File: src/rtl/ticket_dispatcher.sv
// ticket_dispatcher
//
// Sequencing controller for the queue-number response system. Issues ticket
// numbers on customer button presses, counts waiting customers, and dispatches
// waiting tickets onto five service counters (A..E) using a busy/done
// handshake. Each call is announced on counter_call/number_service for
// ANNOUNCE_CYCLES cycles.
//
// Build option:
//   DISPATCH_ROUND_ROBIN_EN  defined   -> rotating counter priority; the search
//                                         starts after the last granted counter
//                                         (A after reset) and wraps E->A.
//                            undefined -> fixed priority, A highest, E lowest.
//
// Parameters:
//   ANNOUNCE_CYCLES  cycles a call is held before the next dispatch (1..256)
//   QUEUE_MAX        maximum number of waiting tickets (1..63)
//
// Ports:
//   clk              in   system clock, rising edge
//   rst              in   asynchronous active-high reset
//   button           in   customer ticket request (edge detected)
//   counter_done     in   [4:0] per-counter service-finished pulse
//   current_number   out  [5:0] last issued ticket number (0 = none yet)
//   number_service   out  [5:0] ticket number most recently called
//   counter_call     out  [2:0] counter being announced, 3'b111 when none
//   call_valid       out  one-cycle pulse per new call
//   counter_busy     out  [4:0] per-counter serving flag
//   service_numbers  out  [29:0] ticket served by counter i at [6i+5:6i]
//   waiting          out  [5:0] tickets issued but not yet called
//   full             out  waiting == QUEUE_MAX (combinational)
`timescale 1ns/1ps

module ticket_dispatcher #(
  parameter int ANNOUNCE_CYCLES = 2,
  parameter int QUEUE_MAX       = 63
) (
  input  logic        clk,
  input  logic        rst,
  input  logic        button,
  input  logic [4:0]  counter_done,
  output logic [5:0]  current_number,
  output logic [5:0]  number_service,
  output logic [2:0]  counter_call,
  output logic        call_valid,
  output logic [4:0]  counter_busy,
  output logic [29:0] service_numbers,
  output logic [5:0]  waiting,
  output logic        full
);

  localparam int         NUM_COUNTERS = 5;
  localparam logic [1:0] ST_IDLE      = 2'd0;
  localparam logic [1:0] ST_GRANT     = 2'd1;
  localparam logic [1:0] ST_ANNOUNCE  = 2'd2;
  localparam logic [2:0] CALL_NONE    = 3'b111;
  localparam logic [5:0] NUM_MAX      = 6'd63;
  localparam logic [5:0] QMAX         = 6'(QUEUE_MAX);
  localparam logic [7:0] ANN_LAST     = 8'(ANNOUNCE_CYCLES - 1);

  // Ticket numbers run 1..63 and wrap back to 1; 0 only means "none yet".
  function automatic logic [5:0] next_num(input logic [5:0] n);
    next_num = (n == NUM_MAX) ? 6'd1 : (n + 6'd1);
  endfunction

`ifdef DISPATCH_ROUND_ROBIN_EN
  // First free counter found scanning upward from 'start', wrapping E->A.
  function automatic logic [2:0] pick_counter(input logic [4:0] free,
                                               input logic [2:0] start);
    logic [2:0] idx;
    logic       found;
    pick_counter = CALL_NONE;
    found        = 1'b0;
    idx          = start;
    for (int i = 0; i < NUM_COUNTERS; i++) begin
      if (free[idx] && !found) begin
        pick_counter = idx;
        found        = 1'b1;
      end else begin
        found = found;
      end
      idx = (idx == 3'd4) ? 3'd0 : (idx + 3'd1);
    end
  endfunction
`else
  // Lowest-index free counter; scanning downward lets A overwrite the rest.
  function automatic logic [2:0] pick_counter(input logic [4:0] free);
    pick_counter = CALL_NONE;
    for (int i = NUM_COUNTERS - 1; i >= 0; i--) begin
      pick_counter = free[i] ? 3'(i) : pick_counter;
    end
  endfunction
`endif

  logic [1:0]  state_q, state_d;
  logic        button_q;
  logic [5:0]  current_q, current_d;
  logic [5:0]  ns_q, ns_d;
  logic [2:0]  call_q, call_d;
  logic        call_valid_q, call_valid_d;
  logic [4:0]  busy_q, busy_d;
  logic [29:0] sn_q, sn_d;
  logic [5:0]  waiting_q, waiting_d;
  logic [7:0]  ann_cnt_q, ann_cnt_d;

  logic        press_s;
  logic        accept_s;
  logic        dispatch_s;
  logic [4:0]  free_s;
  logic [4:0]  busy_set_s;
  logic [2:0]  grant_idx_s;
  logic [5:0]  ns_next_s;

`ifdef DISPATCH_ROUND_ROBIN_EN
  logic [2:0]  rr_ptr_q, rr_ptr_d;
`endif

  // Next-state logic: press acceptance, FSM sequencing and dispatch bookkeeping.
  always_comb begin
    press_s      = button & ~button_q;
    accept_s     = press_s & ~full;
    // Eligibility uses busy at cycle start; a same-cycle done is seen next cycle.
    free_s       = ~busy_q;
`ifdef DISPATCH_ROUND_ROBIN_EN
    grant_idx_s  = pick_counter(free_s, rr_ptr_q);
    rr_ptr_d     = rr_ptr_q;
`else
    grant_idx_s  = pick_counter(free_s);
`endif
    ns_next_s    = next_num(ns_q);
    dispatch_s   = 1'b0;
    state_d      = state_q;
    call_d       = call_q;
    ann_cnt_d    = ann_cnt_q;
    ns_d         = ns_q;

    case (state_q)
      ST_IDLE: begin
        if ((waiting_q != 6'd0) && (free_s != 5'd0)) begin
          state_d = ST_GRANT;
        end else begin
          state_d = ST_IDLE;
        end
      end
      ST_GRANT: begin
        // The no-free-counter branch is unreachable today but kept as a safe exit.
        if ((waiting_q != 6'd0) && (free_s != 5'd0)) begin
          dispatch_s = 1'b1;
          state_d    = ST_ANNOUNCE;
          call_d     = grant_idx_s;
          ns_d       = ns_next_s;
          ann_cnt_d  = 8'd0;
`ifdef DISPATCH_ROUND_ROBIN_EN
          rr_ptr_d   = (grant_idx_s == 3'd4) ? 3'd0 : (grant_idx_s + 3'd1);
`endif
        end else begin
          state_d = ST_IDLE;
        end
      end
      ST_ANNOUNCE: begin
        if (ann_cnt_q == ANN_LAST) begin
          state_d   = ST_IDLE;
          call_d    = CALL_NONE;
          ann_cnt_d = 8'd0;
        end else begin
          ann_cnt_d = ann_cnt_q + 8'd1;
        end
      end
      default: begin
        state_d   = ST_IDLE;
        call_d    = CALL_NONE;
        ann_cnt_d = 8'd0;
      end
    endcase

    for (int i = 0; i < NUM_COUNTERS; i++) begin
      busy_set_s[i]  = dispatch_s && (grant_idx_s == 3'(i));
      sn_d[6*i +: 6] = busy_set_s[i] ? ns_next_s : sn_q[6*i +: 6];
    end

    // Done on an idle counter is a no-op because clearing an already-clear bit.
    busy_d       = (busy_q & ~counter_done) | busy_set_s;
    call_valid_d = dispatch_s;
    current_d    = accept_s ? next_num(current_q) : current_q;

    case ({accept_s, dispatch_s})
      2'b10:   waiting_d = waiting_q + 6'd1;
      2'b01:   waiting_d = waiting_q - 6'd1;
      default: waiting_d = waiting_q;
    endcase
  end

  // State registers with asynchronous reset.
  always_ff @(posedge clk or posedge rst) begin
    if (rst) begin
      state_q      <= ST_IDLE;
      button_q     <= 1'b0;
      current_q    <= 6'd0;
      ns_q         <= 6'd0;
      call_q       <= CALL_NONE;
      call_valid_q <= 1'b0;
      busy_q       <= 5'd0;
      sn_q         <= 30'd0;
      waiting_q    <= 6'd0;
      ann_cnt_q    <= 8'd0;
    end else begin
      state_q      <= state_d;
      button_q     <= button;
      current_q    <= current_d;
      ns_q         <= ns_d;
      call_q       <= call_d;
      call_valid_q <= call_valid_d;
      busy_q       <= busy_d;
      sn_q         <= sn_d;
      waiting_q    <= waiting_d;
      ann_cnt_q    <= ann_cnt_d;
    end
  end

`ifdef DISPATCH_ROUND_ROBIN_EN
  // Rotating-priority search start; A after reset.
  always_ff @(posedge clk or posedge rst) begin
    if (rst) begin
      rr_ptr_q <= 3'd0;
    end else begin
      rr_ptr_q <= rr_ptr_d;
    end
  end
`endif

  assign current_number  = current_q;
  assign number_service  = ns_q;
  assign counter_call    = call_q;
  assign call_valid      = call_valid_q;
  assign counter_busy    = busy_q;
  assign service_numbers = sn_q;
  assign waiting         = waiting_q;
  assign full            = (waiting_q == QMAX);

endmodule

File: config.mk
export PLATFORM = sky130hd
export DESIGN_NAME = ticket_dispatcher
export DESIGN_NICKNAME = d
export VERILOG_FILES = /design/src/rtl/ticket_dispatcher.sv
export SDC_FILE = /design/constraint.sdc
export NUM_CORES = 1
export LEC_CHECK = 0
export ABC_CLOCK_PERIOD_IN_PS = 3900
export BUFFER_PORTS_ARGS = -buffer_cell sky130_fd_sc_hd__buf_2
export CAP_MARGIN = 20
export CORE_MARGIN = 1
export CORE_UTILIZATION = 40
export DETAILED_ROUTE_END_ITERATION = 8
export PLACE_DENSITY = 0.67
export SYNTH_ARGS = -nofsm -noshare
export SYNTH_HDL_FRONTEND = slang
export SYNTH_SLANG_ARGS = --single-unit
File: constraint.sdc
create_clock -name clk -period 3.9 [get_ports clk]
set_input_delay 0.39 -clock clk [delete_from_list [all_inputs] [get_ports clk]]
set_output_delay 0.39 -clock clk [all_outputs]
set_load 0.005 [all_outputs]
## Word level (Yosys, flattened, before mapping)

Cells that the tools add are included.

| cells by class | value |
|---|---|
| add/sub/neg operators | 5 |
| equality and inequality tests | 14 |
| mux-type cells | 20 |
| bitwise operators | 9 |
| reductions and logical operators | 14 |

Operators with widths:

| operator | count |
|---|---|
| one-hot mux 8 bit (3 select lines) | 1 |
| adder 6 x 1 -> 6 bit (second input constant) | 3 |
| == test 6 bit (second input constant) | 3 |
| two-way mux 3 bit | 6 |
| two-way mux 8 bit | 2 |
| two-way mux 6 bit | 2 |
| one-hot mux 6 bit (2 select lines) | 1 |
| NOT 5 bit | 2 |
| one-hot mux 3 bit (3 select lines) | 1 |
| adder 8 x 1 -> 8 bit (second input constant) | 1 |
| == test 8 x 1 -> 1 bit (second input constant) | 1 |
| == test 3 x 2 -> 1 bit (second input constant) | 2 |
| logical AND 1 bit | 6 |
| two-way mux 2 bit | 3 |
| one-hot mux 2 bit (3 select lines) | 1 |
| nonzero test 6 bit | 1 |
| subtractor 6 x 1 -> 6 bit (second input constant) | 1 |
| AND 5 bit | 1 |
| OR 5 bit | 1 |
| nonzero test 5 bit | 1 |
| == test 2 x 1 -> 1 bit (second input constant) | 2 |
| == test 2 bit (second input constant) | 2 |
| inequality test 2 bit (second input constant) | 2 |
| AND reduction 2 bit | 2 |
| 9 further kinds | 14 |

| word-level totals | value |
|---|---|
| register bits | 68 |
| output and inout port bits | 58 |
| logic and storage cells | 76 |

## Depth between registers and ports, before layout

| depth | value |
|---|---|
| word-level depth | 9 |
| gate-level depth with buffers | 10 |
| depth with buffers taken out | 10 |

## Worst setup path after synthesis

No wires, ideal clock.

| path | value |
|---|---|
| path type | reg2reg |
| start | register waiting_q[0], in the netlist waiting[0] |
| end | register waiting_q[5], in the netlist waiting[5] |
| arrival time | 3.200 ns |
| setup slack | 0.575 ns |
| cell stages (with the launch flop) | 11 |
| path buffers | 0 |
| clock period less this slack | 3.325 ns |
| path through | dfrtp_1 -> nor4_4 -> a21o_4 -> or3_4 -> inv_4 -> ha_1 -> ha_1 -> nor4bb_1 -> or3_1 -> or3b_2 -> xor2_1 |

| on the way | value |
|---|---|
| longest elaborated chain between the ends | 6 |
| elaborated cells between the ends (all ways) | 13 |

RTL lines:

| item | line | RTL |
|---|---|---|
| start, declared | 103 | `logic [5:0] waiting_q, waiting_d;` |
| start signal, assigned | 215 | `waiting_q <= waiting_d;` |
| nonzero test 6 bit (*) | 147 | `if ((waiting_q != 6'd0) && (free_s != 5'd0)) begin` |
| logical AND 1 bit (*) | 147 |  |
| two-way mux 1 bit (*) | 147 |  |
| two-way mux 1 bit (*) | 137 | `case (state_q)` |
| named net call_valid_d | 100 | `logic call_valid_q, call_valid_d;` |
| == test 2 x 1 -> 1 bit / == test 2 bit (equally long branches) | 186 | `case ({accept_s, dispatch_s})` |
| one-hot mux 6 bit (2 select lines) / nonzero test 2 bit (equally long branches) | - |  |

Mark *: on every way through the listed nets, which the timed path passes. The rest lies on a longest branch.
A chain may end at the register's enable or synchronous reset.

## Worst setup path after layout

Ends and elaborated chain as after synthesis.

==> results.py <==
metrics = {
    "power_and_ir_drop": {
        "vdd_drop_max_mv": 0.4181,
        "power.leakage_nw": 1.960,
        "p_per_area_mw_per_mm2": 775.2,
    },
    "placed_design": {
        "gp_routability_congestion": 0.7921,
        "portBuffers": 65,
        "place_area_mm2": 0.003739,
        "post-dp-hpwl_mm": 5.171,
    },
    "floorplan": {
        "die_width_um": 92.72,
        "die_h_um": 92.72,
        "rows": 32,
        "io_pins": 66,
        "initial_core_util": 0.4195,
        "coreArea_mm2": 0.007848,
        "die_area_mm2": 0.008597,
    },
    "sta": {
        "timing.final.crit_period_ns": 3.567,
        "timing_hold_violations_final": 0,
        "rsz0062_at_grt": "false",
        "skew_ns": 0.006075,
        "fin_crit_sh": 0.9147,
        "finalSetupViolCount": 0,
        "setup_tns_ns": 0,
        "drv_slew": 0,
        "clock.fmax_ghz": 0.2803,
        "max_slew_margin": 0.3683,
        "worst_pin_slew_ns": 0.9462,
    },
    "critical_path": {
        "critical_path.max_fanout": 10,
        "worstSetupPathType": "reg -> reg",
        "crit-reg2reg-capture": "waiting[5]",
        "cp_top_family": "simple AND/OR/NAND/NOR gates",
        "crit_path_cell_trace": "nor4_4, a21o_4, or3_4, inv_4, ha_1, ha_1, nor4bb_1, or3_1, or3b_2, xor2_1",
        "worstPathArrival_ns": 3.80,
        "cpPeakStageDelay_ns": 0.63,
        "startpoint_type": "register",
        "reg2reg_slack_ns": 0.33,
        "r2r-start": "waiting[0]",
        "r2r_cells": 10,
        "cpMostUsedCell": "ha_1",
        "slowest_stage": "nor4_4",
        "timing.critical_path.buf_inv": 1,
        "cp.required_ns": 4.13,
        "end_kind": "register",
    },
    "hold_path": {
        "holdPathStages": 1,
        "hold_path.class": "in -> reg",
        "worstHoldStart": "button",
        "min_to": "button_q",
    },
    "route": {
        "drtIter0Drc": 88,
        "wl_met2_mm": 3.474,
        "top_layer_used": "met4",
        "drt_wl_total_mm": 7.160,
        "routedWlPerCell_um": 15.84,
        "ant_nets": 0,
        "drcViolationCount": 0,
        "drtPass1Iterations": 4,
        "num_vias": 2378,
        "dr_wl_met3_um": 386,
        "wirelength_met1_mm": 3.270,
        "via_per_inst": 5.261,
    },
    "clock_network": {
        "htree_levels": 3,
        "clk_pin_slew_ns": 0.08,
        "cts_buffer_depth": 2,
        "cts_hold_buf": 0,
        "cts_root_buf": "clkbuf_8",
        "post_cts_resized": 0,
        "postCtsSetupBuffers": 0,
        "cts_sinks": 68,
        "clock_latency_ns": 0.34,
        "cts-buffers-inserted": 9,
        "cts_tree": "done",
    },
    "global_route": {
        "grt_max_degree": 45,
        "grt_pass1_wl_mm": 11.85,
        "grt_usage": 0.1802,
        "first_global_vias": 2377,
        "grt_remaining_overflow": 0,
        "antenna_found_initial": 0,
    },
    "flow_run": {
        "drv_cap": 0,
    },
    "cells_and_area": {
        "drive_above_1_share": 0.3771,
        "utilization": 0.5064,
        "nets": 363,
        "antenna_cells": 0,
        "mostFrequentLayoutCells": "65 x dfrtp_1, 65 x buf_2, 28 x mux2_2, 19 x nand2_1",
        "fill_cells": 749,
        "post-route-cell-area_mm2": 0.003974,
        "areaGrowthSynthToFinish_pct": 20.71,
    },
    "synth": {
        "synth_edf_count": 0,
        "synthArstFlopShare": 1.000,
        "synth_cell_types": 56,
        "syn_nets": 290,
        "synth_ff_type": "dfrtp_1",
        "synth-seq-area-share": 0.5181,
        "avgSynthCellArea_um2": 12.10,
        "ys_ff_latch": 68,
        "synth_area_mm2": 0.003292,
        "ys_warn_count": 0,
        "synth_cells": 272,
    },
    "status": {
        "status": "complete, no violations",
    },
}
[registers in the layout, indices dropped and copies added, names as in the netlist]
name             flops
service_numbers     30
ann_cnt_q            8
current_number       6
number_service       6
waiting              6
counter_busy         5
counter_call         3
state_q              2
button_q             1
call_valid           1
[Yosys cell counts (all sizes together) (2+ instances only)]
| cell type | n | area share |
|---|---|---|
| dfrtp | 65 | 0.49 |
| mux2 | 31 | 0.11 |
| nand2 | 19 | 0.022 |
| a21oi | 15 | 0.024 |
| o21ai | 14 | 0.021 |
| inv | 13 | 0.016 |
| ha | 9 | 0.034 |
| xor2 | 9 | 0.024 |
| nand3 | 8 | 0.012 |
| nor2 | 8 | 0.0091 |
| a21o | 7 | 0.018 |
| nand2b | 5 | 0.0095 |
| nor4 | 5 | 0.019 |
| xnor2 | 5 | 0.013 |
| nor3 | 4 | 0.0061 |
| nor4b | 4 | 0.011 |
| and3 | 3 | 0.0057 |
| clkbuf | 3 | 0.0034 |
| dfstp | 3 | 0.024 |
| or3 | 3 | 0.0072 |
| a2111oi | 2 | 0.017 |
| a211o | 2 | 0.0053 |
| a211oi | 2 | 0.0046 |
| a21boi | 2 | 0.0046 |
| and2 | 2 | 0.0038 |
| buf | 2 | 0.0030 |
| mux2i | 2 | 0.0061 |
| nor3b | 2 | 0.0046 |
| o311ai | 2 | 0.0076 |
| o31ai | 2 | 0.0046 |
[routing by layer]
metal,GRT usage,up-vias
li1,-,1147
met1,0.2310,1160
met2,0.2901,67
met3,0.06404,4
met4,0.04615,0
met5,0,-
[final cells by class]
cell class	count	area (µm²)	share of cell area
timing repair buffer	67	340.3	0.08564
multi-input combinational	186	1514	0.3810
inverter	13	51.30	0.01291
tap	102	127.6	0.03212
sequential	68	1705	0.4292
clock buffer	11	151.4	0.03810
clock inverter	5	83.83	0.02110
[power by group]
| group | leakage, nW | switching (mW) | internal, mW |
|---|---|---|---|
| Clock | 0.112 | 0.278 | 0.396 |
| Sequential | 0.876 | 0.253 | 0.936 |
| Combinational | 0.973 | 0.639 | 0.579 |
[kinds of logic after synthesis]
kind of cell / synth area share
buffers and inverters: 0.02204
xor gates and xnor gates: 0.03725
muxes: 0.1155
DFF: 0.5181
AOI/OAI and AO/OA: 0.1429
adders and majority gates: 0.04029
and+or+nand+nor: 0.1239
[through the flow]
stage               instances  setup WS [ns]  hold slack, ns  total power [mW]
finish                    452         0.3327          0.1805             3.080
global route              452         0.1598          0.1656             3.307
CTS                       452         0.2978          0.1651             3.121
detailed placement        436         0.3217          0.4737             2.429
global placement          436         0.4156          0.4615             2.397
floorplan                 272         0.5751          0.4214             2.005
[worst max-delay path by stage]
stage                    start          to  depth (start not counted)
finish              waiting[0]  waiting[5]                         10
global route        waiting[0]  waiting[5]                         10
CTS                 waiting[0]  waiting[5]                         10
detailed placement  waiting[0]  waiting[5]                         10
global placement    waiting[0]  waiting[5]                         10
floorplan           waiting[0]  waiting[5]                         10
Power figures use the tool's default switching activity.
